<file path="src/rtl/usrt_tx_framer.sv">
// usrt_tx_framer: byte FIFO feeding an 11-bit frame serializer (start, 8 data LSB-first, parity, stop).
// Define USRT_TX_ODD_PARITY_EN to send odd parity; the default build sends even parity.
module usrt_tx_framer #(
    parameter int DEPTH = 4,
    parameter int LVL_W = 3
) (
    input  logic             pClk,
    input  logic             pReset,
    input  logic             uClk,
    input  logic [7:0]       wData,
    input  logic             wValid,
    output logic             wReady,
    output logic             Rx,
    output logic             busy,
    output logic [LVL_W-1:0] level
);
    localparam int PTR_W = LVL_W - 1;
    localparam logic [0:0] ST_IDLE = 1'b0;
    localparam logic [0:0] ST_SEND = 1'b1;

    logic [7:0]       mem_q [DEPTH];
    logic [PTR_W-1:0] wr_ptr_q, wr_ptr_d;
    logic [PTR_W-1:0] rd_ptr_q, rd_ptr_d;
    logic [LVL_W-1:0] count_q, count_d;
    logic [0:0]       state_q, state_d;
    logic [3:0]       bitcnt_q, bitcnt_d;
    logic [7:0]       shreg_q, shreg_d;
    logic             par_q, par_d;
    logic             rx_q, rx_d;
    logic             push, pop;

    function automatic logic parity_bit(input logic [7:0] d);
`ifdef USRT_TX_ODD_PARITY_EN
        return ~(^d);
`else
        return ^d;
`endif
    endfunction

    assign wReady = (count_q != LVL_W'(DEPTH));
    assign level  = count_q;
    assign busy   = (state_q == ST_SEND) || (count_q != '0);
    assign Rx     = rx_q;

    // A frame may only start on a tick when idle or after the stop bit has had its full period.
    assign push = wValid && wReady && !pReset;
    assign pop  = uClk && (count_q != '0) &&
                  ((state_q == ST_IDLE) || (bitcnt_q == 4'd11));

    always_comb begin
        wr_ptr_d = wr_ptr_q;
        rd_ptr_d = rd_ptr_q;
        count_d  = count_q;
        state_d  = state_q;
        bitcnt_d = bitcnt_q;
        shreg_d  = shreg_q;
        par_d    = par_q;
        rx_d     = rx_q;

        if (push) begin
            wr_ptr_d = wr_ptr_q + PTR_W'(1);
        end
        if (push && !pop) begin
            count_d = count_q + LVL_W'(1);
        end else if (pop && !push) begin
            count_d = count_q - LVL_W'(1);
        end

        if (pop) begin
            shreg_d  = mem_q[rd_ptr_q];
            par_d    = parity_bit(mem_q[rd_ptr_q]);
            rd_ptr_d = rd_ptr_q + PTR_W'(1);
            rx_d     = 1'b1;
            bitcnt_d = 4'd1;
            state_d  = ST_SEND;
        end else if (uClk && (state_q == ST_SEND)) begin
            if (bitcnt_q <= 4'd8) begin
                rx_d     = shreg_q[0];
                shreg_d  = {1'b0, shreg_q[7:1]};
                bitcnt_d = bitcnt_q + 4'd1;
            end else if (bitcnt_q == 4'd9) begin
                rx_d     = par_q;
                bitcnt_d = bitcnt_q + 4'd1;
            end else if (bitcnt_q == 4'd10) begin
                rx_d     = 1'b0;
                bitcnt_d = bitcnt_q + 4'd1;
            end else begin
                rx_d     = 1'b0;
                bitcnt_d = 4'd0;
                state_d  = ST_IDLE;
            end
        end
    end

    always_ff @(posedge pClk) begin
        if (pReset) begin
            wr_ptr_q <= '0;
            rd_ptr_q <= '0;
            count_q  <= '0;
            state_q  <= ST_IDLE;
            bitcnt_q <= 4'd0;
            rx_q     <= 1'b0;
        end else begin
            wr_ptr_q <= wr_ptr_d;
            rd_ptr_q <= rd_ptr_d;
            count_q  <= count_d;
            state_q  <= state_d;
            bitcnt_q <= bitcnt_d;
            rx_q     <= rx_d;
        end
    end

    // Data-path registers carry no reset; they are always reloaded by a pop before use.
    always_ff @(posedge pClk) begin
        shreg_q <= shreg_d;
        par_q   <= par_d;
        if (push) begin
            mem_q[wr_ptr_q] <= wData;
        end
    end
endmodule

</file>
<file path="config.mk">
export PLATFORM = sky130hd
export DESIGN_NAME = usrt_tx_framer
export DESIGN_NICKNAME = d
export VERILOG_FILES = /design/src/rtl/usrt_tx_framer.sv
export SDC_FILE = /design/constraint.sdc
export NUM_CORES = 1
export LEC_CHECK = 0
export ABC_AREA = 1
export BUFFER_PORTS_ARGS = -buffer_cell sky130_fd_sc_hd__buf_2
export CAP_MARGIN = 20
export CELL_PAD_IN_SITES_DETAIL_PLACEMENT = 2
export CELL_PAD_IN_SITES_GLOBAL_PLACEMENT = 2
export CORE_ASPECT_RATIO = 1.5
export CORE_MARGIN = 5
export CORE_UTILIZATION = 32
export CTS_CLUSTER_SIZE = 16
export DETAILED_ROUTE_END_ITERATION = 6
export MAX_ROUTING_LAYER = met4
export PLACE_DENSITY_LB_ADDON = 0.3
export SLEW_MARGIN = 30
export SYNTH_ARGS = -nofsm -noshare
export SYNTH_HDL_FRONTEND = slang
export SYNTH_SLANG_ARGS = --single-unit
</file>
<file path="constraint.sdc">
create_clock -name pClk -period 2.2 [get_ports pClk]
set_input_delay 0.22 -clock pClk [delete_from_list [all_inputs] [get_ports pClk]]
set_output_delay 0.22 -clock pClk [all_outputs]
set_load 0.01 [all_outputs]
</file>
==> key figures <==
Logic synthesis
  • Avg Inst Size Synth: 8.898 sq um
  • Cells after Synth: 314
  • Post-synth ARST share: 0%
  • Area share of the leading cell type in the synthesized netlist: 44.07%
  • Top cells by count, synth: 124 x nand2_1, 41 x edfxtp_1, 31 x inv_1, 22 x nand3_1, 18 x o21ai_0
  • Library cells used by synthesis: 26
  • Area contributors post-synth: edfxtp_1 44%, nand2_1 17%, dfxtp_1 11%, inv_1 4.2%, ha_1 4.0%
  • Post-Syn Area: 2794 sq um
  • Synth Register Bits: 56
  • Synth Net Count: 336
  • Yosys warns: 0
  • Top-count cell post-synth: nand2_1
  • Cell taking the most area after synthesis: edfxtp_1
  • Dominant synthesized flop cell: edfxtp_1
  • Register area share after synthesis: 54.81%
  • Post-synth EDFFs: 41

Clocking
  • CTS Sinks: 56
  • Clk slew on worst S/H paths: 70 ps
  • Post-CTS Hold Buffers: 0
  • CTS tree: yes
  • Total CTS buffers: 5
  • H-tree depth: 2
  • Worst skew pair latency: 300 ps
  • Post-CTS setup buffer count: 0
  • Max Buffers Root-to-Sink: 2
  • Root Driver: clkbuf_16

Floorplan
  • Initial Utilization: 33.01%
  • Die Ht: 124.4 um
  • Row Count: 41
  • DIE AREA: 10740 sq um
  • Die span in x: 86.30 um
  • Top-Level Pins: 18
  • Core footprint: 8464 sq um

Pwr
  • PwrDens: 1218 nW/um^2
  • Maximum vdd drop: 0.0007824 V
  • Leakage: 1.404 nW
  • Power, Total: 3.875 mW

Route
  • Vias: 2168
  • DR iter-0 viols: 62
  • # DRC: 0
  • Total wire length: 7499 um
  • Pre-antenna DRT Iters: 4
  • DR vias/cell: 4.839
  • Mean routed wirelength per cell: 16.74 um
  • Routed Antenna Nets: 0

Job
  • MaxCap Viol Count: 0

Hold path
  • Hold Crit Class: primary input to flop
  • Worst Hold Launch: pReset

Timing
  • Setup TNS Final: 0 ps
  • Fin crit period: 2015 ps
  • Fin. max-slew vios: 0
  • Worst-Margin Slew: 726.5 ps
  • F_max: 496.2 MHz
  • Max-Slew Margin vs Limit: 51.24%
  • Hold Vio Cnt, Final: 0
  • Part of the cycle the worst path needs: 91.60%
  • Final Skew: 6.323 ps
  • Setup Viol. Count Final: 0

Setup path
  • Worst R2R Start: bitcnt_q[0]
  • Startpoint Class: flop
  • CP endpoint kind: flop
  • CP Data Required Time: 2380 ps
  • WP data arrival: 2200 ps
  • Crit path launch: bitcnt_q[0]
  • Worst Path Max Fanout: 5
  • CP Class: flop to flop

Finish
  • Fin util: 37.59%
  • Final std cells w/o fill: 448
  • Ratio of cells with drive above 1 in the final layout: 15.84%
  • Layout net count: 362
  • Antenna cell count: 0
  • Area Overhead vs Synth: 13.88%

Global route
  • Gr usage total: 15.53%
  • First-pass GRT wire length: 12410 um
  • Largest net degree at the start of global routing: 22
  • Vias in the first global route: 2457
  • Initial antenna violation count: 0
  • Total gr overflow: 0

Placement
  • Routability cong.: 0.7383
  • I/O Buffers: 17
  • Placed instance count: 440
  • Hpwl dp: 5683 um

Outcome
  • Status: finished, final reports clean
==> repair_timing <==
item / 4_1_cts / 5_1_grt
gates resized for setup: 2 / 4
setup endpoints to repair: 1 / 1
pin swaps: 0 / 0
==> worst paths after layout <==
path / endpoint / slack (ps) / depth (start not counted)
hold reg to reg: bitcnt_q[2] / 510 / 2
setup reg to reg: level[1] / 180 / 9
setup / recovery: level[1] / 180 / 9
hold / removal: state_q / 100 / 2
==> power by group <==
group | switching, mW | internal, mW
Sequential | 0.118 | 1.40
Combinational | 0.976 | 0.466
Clock | 0.371 | 0.542
Total | 1.47 | 2.41
==> cells in the final DEF (no fill, tap or decap), types with 2 or more instances in the layout <==
cell,netlist,final
nand3_1,22,22
clkbuf_16,0,5
nand2_4,3,3
a21oi_1,11,11
nor2_1,11,11
inv_1,31,31
o21ai_0,18,15
nor3_1,2,2
inv_2,3,3
nand2_2,6,6
o21ai_1,0,3
nand2_1,124,124
buf_2,1,17
ha_1,9,9
dfxtp_1,15,13
edfxtp_1,41,41
buf_4,2,11
nand3_2,2,2
==> metal layers <==
metal | up-vias | track usage, % | routed length [um]
met5 | - | - | 0
met4 | 0 | 3.853 | 94
met3 | 6 | 2.780 | 123
met2 | 18 | 30.30 | 4491
met1 | 1082 | 15.30 | 2790
li1 | 1062 | - | -
==> registers in the layout, indices dropped and copies added (netlist names), named ones only <==
signal	count
Rx	1
bitcnt_q	4
level	3
mem_q	32
par_q	1
rd_ptr_q	2
shreg_q	8
state_q	1
wr_ptr_q	2
==> worst max-delay path: stages, from the launching register on <==
cell and delay (ps):
dfxtp_1 410, ha_1 230, nand3_1 90, nand2_1 80, nand3_1 100, ha_1 190
inv_1 110, fa_2 440, o21ai_0 170, a21oi_1 70
==> area by class of cell <==
cell class                      count  area [sq um]
Timing Repair Buffer               28         167.7
Inverter                           35         138.9
Sequential cell                    56          1536
Multi-Input combinational cell    214          1037
Fill cell                         964          5283
Clock inverter                      2         38.79
Clock buffer                        6         128.9
Tap cell                          107         133.9
==> logic make-up after synthesis <==
kind of cell             share of synthesized area [%]
AND/OR/NAND/NOR                                  25.93
XOR/XNOR                                        0.3135
adder cells (fa/ha/maj)                          4.747
AO/OA/AOI/OAI                                    6.046
flip-flops                                       54.81
buffers and inverters                            8.150
==> through the flow <==
| step | cell area (sq um) | setup WS, ps | hold slack [ps] |
|---|---|---|---|
| 6_report | 3182 | 184.8 | 96.44 |
| 5_1_grt | 3182 | -8.529 | 92.50 |
| 4_1_cts | 3177 | 53.15 | 90.02 |
| 3_5_place_dp | 3007 | 20.29 | 410.3 |
| 3_3_place_gp | 3007 | 213.6 | 408.5 |
| 2_1_floorplan | 2794 | 137.6 | 289.1 |
(Power assumes the default switching activity.)
